--- src/rtl/redirect_pkg.sv ---
// Shared types for the PC-redirect controller: FSM states, redirect sources
// and the source priority ranking used for same-cycle arbitration and override.
package redirect_pkg;

    typedef enum logic [1:0] {
        ST_BOOT,
        ST_IDLE,
        ST_PEND
    } state_e;

    typedef enum logic [2:0] {
        SRC_NONE,
        SRC_BR,
        SRC_MRET,
        SRC_TRAP,
        SRC_BOOT
    } src_e;

    // A higher rank may displace a lower-ranked latched redirect.
    function automatic logic [2:0] src_rank(input src_e src);
        case (src)
            SRC_BOOT: return 3'd4;
            SRC_TRAP: return 3'd3;
            SRC_MRET: return 3'd2;
            SRC_BR:   return 3'd1;
            default:  return 3'd0;
        endcase
    endfunction

endpackage

--- src/rtl/redirect_arb.sv ---
// Fixed-priority redirect selector (trap > mret > branch). The latched source
// decides whether a new request may override a redirect already pending.
module redirect_arb
    import redirect_pkg::*;
#(
    parameter int XLEN = 32
) (
    input  logic            br_valid_i,
    input  logic            br_redirect_i,
    input  logic [XLEN-1:0] br_target_i,
    input  logic            trap_valid_i,
    input  logic [XLEN-1:0] trap_vector_i,
    input  logic            mret_valid_i,
    input  logic [XLEN-1:0] mepc_i,
    input  src_e            latched_src_i,
    output logic            win_valid_o,
    output src_e            win_src_o,
    output logic [XLEN-1:0] win_pc_o
);

    src_e            cand_src;
    logic [XLEN-1:0] cand_pc;

    always_comb begin
        // NOTE: every output of a combinational block gets a default first so no path can infer a latch.
        cand_src = SRC_NONE;
        cand_pc  = '0;
        if (trap_valid_i) begin
            cand_src = SRC_TRAP;
            cand_pc  = trap_vector_i;
        end else if (mret_valid_i) begin
            cand_src = SRC_MRET;
            cand_pc  = mepc_i;
        end else if (br_valid_i && br_redirect_i) begin
            cand_src = SRC_BR;
            cand_pc  = br_target_i;
        end
    end

    // A trap always replaces a pending redirect, even another trap; anything
    // else must strictly outrank what is latched, so wrong-path branches lose.
    assign win_valid_o = (cand_src != SRC_NONE) &&
                         ((cand_src == SRC_TRAP) ||
                          (src_rank(cand_src) > src_rank(latched_src_i)));
    assign win_src_o   = cand_src;
    assign win_pc_o    = cand_pc;

endmodule

--- src/rtl/redirect_ctrl.sv ---
// PC-redirect controller: arbitrates boot/trap/mret/branch redirects, holds the
// winner until fetch accepts it and drives pipeline flushes. Optional branch
// target alignment check is enabled by defining REDIRECT_MISALIGN_CHECK_EN.
module redirect_ctrl
    import redirect_pkg::*;
#(
    parameter int              XLEN     = 32,
    parameter logic [XLEN-1:0] RESET_PC = 32'h0000_0000
) (
    input  logic            clk,
    input  logic            rst,
    input  logic            br_valid,
    input  logic            br_redirect,
    input  logic [XLEN-1:0] br_target,
    input  logic            trap_valid,
    input  logic [XLEN-1:0] trap_vector,
    input  logic            mret_valid,
    input  logic [XLEN-1:0] mepc,
    input  logic            redirect_ready,
    output logic            redirect_valid,
    output logic [XLEN-1:0] redirect_pc,
    output logic            flush_if_id,
    output logic            flush_id_ex,
    output logic            misalign_valid,
    output logic [XLEN-1:0] misalign_addr
);

    state_e          state_q, state_d;
    src_e            src_q, src_d;
    logic [XLEN-1:0] pc_q, pc_d;

    logic            win_valid;
    src_e            win_src;
    logic [XLEN-1:0] win_pc;
    logic            br_misaligned;
    logic            event_accept;

    redirect_arb #(.XLEN(XLEN)) u_arb (
        .br_valid_i    (br_valid),
        .br_redirect_i (br_redirect),
        .br_target_i   (br_target),
        .trap_valid_i  (trap_valid),
        .trap_vector_i (trap_vector),
        .mret_valid_i  (mret_valid),
        .mepc_i        (mepc),
        .latched_src_i (src_q),
        .win_valid_o   (win_valid),
        .win_src_o     (win_src),
        .win_pc_o      (win_pc)
    );

`ifdef REDIRECT_MISALIGN_CHECK_EN
    assign br_misaligned = (win_src == SRC_BR) && win_pc[1];
`else
    assign br_misaligned = 1'b0;
`endif

    always_comb begin
        state_d      = state_q;
        src_d        = src_q;
        pc_d         = pc_q;
        event_accept = 1'b0;
        case (state_q)
            ST_BOOT: begin
                if (redirect_ready) begin
                    state_d = ST_IDLE;
                    src_d   = SRC_NONE;
                end
            end
            ST_IDLE: begin
                if (win_valid) begin
                    event_accept = 1'b1;
                    if (!br_misaligned) begin
                        state_d = ST_PEND;
                        src_d   = win_src;
                        pc_d    = {win_pc[XLEN-1:1], 1'b0};
                    end
                end
            end
            ST_PEND: begin
                // An override in the handshake cycle keeps us pending on the new pc.
                if (win_valid) begin
                    src_d = win_src;
                    pc_d  = {win_pc[XLEN-1:1], 1'b0};
                end else if (redirect_ready) begin
                    state_d = ST_IDLE;
                    src_d   = SRC_NONE;
                end
            end
            default: begin
                state_d = ST_BOOT;
                src_d   = SRC_BOOT;
                pc_d    = RESET_PC;
            end
        endcase
    end

    always_ff @(posedge clk) begin
        // NOTE: sequential state uses non-blocking assignments so every register samples pre-edge values.
        if (rst) begin
            state_q <= ST_BOOT;
            src_q   <= SRC_BOOT;
            pc_q    <= RESET_PC;
        end else begin
            state_q <= state_d;
            src_q   <= src_d;
            pc_q    <= pc_d;
        end
    end

`ifdef REDIRECT_MISALIGN_CHECK_EN
    logic            mis_valid_q;
    logic [XLEN-1:0] mis_addr_q;

    always_ff @(posedge clk) begin
        if (rst) begin
            mis_valid_q <= 1'b0;
            mis_addr_q  <= '0;
        end else begin
            mis_valid_q <= event_accept && br_misaligned;
            if (event_accept && br_misaligned) begin
                mis_addr_q <= win_pc;
            end
        end
    end

    assign misalign_valid = mis_valid_q;
    assign misalign_addr  = mis_addr_q;
`else
    assign misalign_valid = 1'b0;
    assign misalign_addr  = '0;
`endif

    assign redirect_valid = (state_q != ST_IDLE);
    assign redirect_pc    = pc_q;
    assign flush_if_id    = redirect_valid || event_accept;
    assign flush_id_ex    = redirect_valid || event_accept;

endmodule

--- config.mk ---
export PLATFORM = sky130hd
export DESIGN_NAME = redirect_ctrl
export DESIGN_NICKNAME = d
export VERILOG_FILES = /design/src/rtl/redirect_pkg.sv /design/src/rtl/redirect_arb.sv /design/src/rtl/redirect_ctrl.sv
export SDC_FILE = /design/constraint.sdc
export NUM_CORES = 1
export LEC_CHECK = 0
export CELL_PAD_IN_SITES_DETAIL_PLACEMENT = 1
export CELL_PAD_IN_SITES_GLOBAL_PLACEMENT = 1
export CORE_AREA = 3 3 109 111
export CTS_CLUSTER_SIZE = 10
export DETAILED_ROUTE_END_ITERATION = 16
export DIE_AREA = 0 0 112 114
export PLACE_DENSITY = 0.86
export SLEW_MARGIN = 30
export SYNTH_ARGS = -nofsm -noshare
export SYNTH_HDL_FRONTEND = slang
export SYNTH_SLANG_ARGS = --single-unit
--- constraint.sdc ---
create_clock -name clk -period 2.5 [get_ports clk]
set_clock_uncertainty 0.15 [all_clocks]
set_input_delay 0.25 -clock clk [delete_from_list [all_inputs] [get_ports clk]]
set_output_delay 0.25 -clock clk [all_outputs]
set_load 0.05 [all_outputs]
==> results of run 1 <==
==> kinds of logic after synthesis <==
| group | Yosys count |
|---|---|
| flops | 36 |
| fa+ha+maj | 8 |
| compound gates | 78 |
| buf+inv | 65 |
| mux | 33 |
| simple gates | 53 |
| other cells | 1 |
==> registers in the layout (all words and copies together), names as in the netlist <==
name         flops
state_q          2
src_q            3
redirect_pc     31
==> worst reg2reg max path: stages, from the launching register on <==
cell	delay (ps)
dfxtp_1	340
nand2b_1	200
ha_4	300
nor2b_2	140
o21ai_2	90
or2_4	270
a221oi_4	320
mux2_1	370
==> area by class of cell <==
| class | instances | area, um2 | share of cell area |
|---|---|---|---|
| clock inverter | 1 | 30.03 | 0.007143 |
| inverter | 6 | 22.52 | 0.005357 |
| timing repair buffer | 155 | 1560 | 0.3711 |
| clock buffer | 7 | 96.34 | 0.02292 |
| sequential | 36 | 720.7 | 0.1714 |
| tap | 140 | 175.2 | 0.04167 |
| multi-input combinational | 206 | 1599 | 0.3804 |
==> metal layers <==
metal / share of wire / routed length [um] / global-route usage
met2: 0.52 / 5099 / 0.2830
met5: 0 / 0 / 0
met3: 0.075 / 727 / 0.03767
met4: 0.011 / 110 / 0.03045
met1: 0.39 / 3799 / 0.1684
==> path summary, 6_finish.rpt <==
path,from,to,cells past startpoint
worst min register to register,redirect_pc[16]$_SDFFE_PP0P_,redirect_pc[16]$_SDFFE_PP0P_,2
worst max register to register,src_q[2]$_SDFFE_PP1P_,state_q[0]$_SDFFE_PP0P_,7
worst min-delay path,redirect_pc[16]$_SDFFE_PP0P_,redirect_pc[16]$_SDFFE_PP0P_,2
worst max-delay path,br_valid,flush_if_id,11
==> power groups by stage <==
stage	Clock [mW]	Combinational (mW)	Sequential, mW
after floorplan	0	0.931	1.09
after global placement	0	1.87	0.770
after detailed placement	0	1.93	0.778
after CTS	0.606	1.96	0.766
after global routing	0.628	2.06	0.783
final	0.580	1.94	0.764
==> Yosys cell counts, drive strengths merged, types with 3 or more instances <==
master,count
dfxtp,36
clkbuf,20
ha,8
mux2i,32
o21ai,5
a21oi,4
nand2b,34
inv,5
a221o,31
nor2,10
o211ai,31
buf,39
or2,3
==> timing repair <==
action | in CTS | in global routing
gates cloned | 0 | 0
setup buffers | 0 | 0
resized for setup | 6 | 7
pin swaps | 1 | 1
setup endpoints to repair | 38 | 5
==> results.yml, run 1 <==
synth:
  synth_cell_type_count: 27
  ys_async_sr_fraction: 0
  synthMuxAreaShare: 0.1311
  syn_area_per_cell_um2: 9.229
  netlist.top_cell.by_area: "dfxtp_1"
  synthSimpleGateAreaFrac: 0.1212
  synth.area.top_cells: "dfxtp_1 29%, mux2i_1 13%, a221o_1 12%, buf_4 12%, o211ai_1 9.2%"
  synth.ff_latch_count: 36
  synth_top_family_by_area: "compound AO/OA/AOI/OAI gates"
  synth-compound-area-share: 0.2672
  synthesis.area_mm2: 0.002529
  synthAdderAreaFrac: 0.03958
  synth_sequential_area_ratio: 0.2850
  yosys.area.top_type_share: 0.2850
  synth-edff-count: 0
  syn-instance-count: 274
  synth-main-ff-cell: "dfxtp_1"
  yosys.area_share.xor_xnor: 0
  synth-warning-count: 0
place:
  globalplace.congestion: 0.8529
  placed_area_mm2: 0.004028
  placement.setup.worst_slack_ps: -374.3
  portBuffers: 133
  post-dp-hpwl_um: 7570
  dpl.cell_count: 543
finish:
  fillers: 1248
  drive_above_1_share: 0.1241
  areaGrowthSynthToFinish_pct: 66.25
  most_used_cells_in_the_layout_excluding_fill_and_tap_cells: "128 x clkdlybuf4s50_1, 36 x dfxtp_1, 34 x nand2b_1, 34 x conb_1, 32 x mux2i_1"
  nets: 521
  antenna_cells_inserted: 0
  final_design_area_no_fill_mm2: 0.004204
  finish.utilization: 0.3861
  finish.cell_count_without_fillers: 551
  most_common_cell_after_layout_fill_and_taps_aside: "clkdlybuf4s50_1"
worst_setup_path:
  worstSetupStartpointType: "input pin"
  maximum_single_stage_delay_on_the_critical_path_ps: 490
  critical_path.max_fanout: 3
  cpMaxStageDelayCell: "clkdlybuf4s50_1"
  timing.critical_path.arrival_ps: 2000
  flop2flop_setup_slack_ps: 210
  worstPathBufferInverterCount: 4
  worst_endpoint_required_time_ps: 2100
  crit_path_cell_trace: "clkdlybuf4s50_1 > nand2_2 > nor2_4 > nor2_2 > ha_1 > nand2_2 > o21ai_2 > buf_4 > o21ai_4 > buf_6 > buf_12"
  critical_path_class: "input pin to output port"
  critical-path-top-cell-by-count: "nand2_2"
  crit_path_end_kind: "output port"
  critical_path.top_delay_family: "buffers and inverters"
power:
  post-layout-total-power_mw: 3.283
  netSwitchingPower_mw: 1.427
  power.internal_mw: 1.856
  maximum_ir_drop_on_the_vdd_rail_uv: 456.5
  seq_power_share: 0.233
  share_clk_of_total_power: 0.177
  power.static_leakage_nw: 1.692
  pwr-share-comb: 0.590
  power_density_mw_per_mm2: 781.0
  swShare: 0.4348
routing:
  drt-pass1-iter-count: 4
  drt_iter0_drc: 114
  drc: 0
  drt-vias-per-instance: 4.668
  route.vias.total: 2572
  antenna_violating_nets_post_route: 0
  post_drt_wl_per_cell_um: 17.67
  drt_wl_total_um: 9737
floorplanning:
  top_level_ports: 171
  die_y_extent_um: 114
  die_area_mm2: 0.01277
  initial_standard_cell_utilization_of_the_core: 0.2322
  floorplan.core_area_mm2: 0.01089
  core.rowCount: 38
  chipWidth_um: 112
clock_tree:
  cts_num_sinks: 36
  h-tree-depth: 2
  clock_tree.buffer_depth: 2
  cts_hold_repair.buffers: 0
  numCtsBuffers: 5
  cts_tree: "built"
  clk-insertion-delay-late_ps: 290
  clkSlewWorstSetupHoldPaths_ps: 70
  clockRootBuffer: "clkbuf_8"
min_path:
  worst_hold_path_type: "flop to flop"
timing:
  setup_violations: 0
  worst-slew-pin-transition_ps: 543.2
  period_share: 0.9606
  maxClockFrequency_mhz: 416.4
  hold_violation_count_in_the_final_report: 0
  final.setup.tns_ps: 0
  finalWorstPathRequiredPeriod_ps: 2402
  slew_viol_final: 0
  hold_ws_ps: 333.1
  timing.max_slew.rel_slack: 0.6367
  setup_repair_after_global_routing_missed_its_margin: "no"
  fin_ws_ps: 98.44
grt:
  antenna_violations_before_repair: 0
  gr-usage-all-layers: 0.1489
  grt_first_pass_wirelength_um: 15150
  first_global_vias: 2828
  grt_remaining_overflow: 0
  grt_max_degree: 35
status:
  outcome: "finished clean"
run:
  max-cap-violations: 0
No activity file was read; power rests on OpenSTA's default activity.
==> run 2: changes to the inputs <==
- SKIP_LAST_GASP: not set -> 1
==> results of run 2 <==
No change in the layout: final DEF, timing and power equal those of run 1.
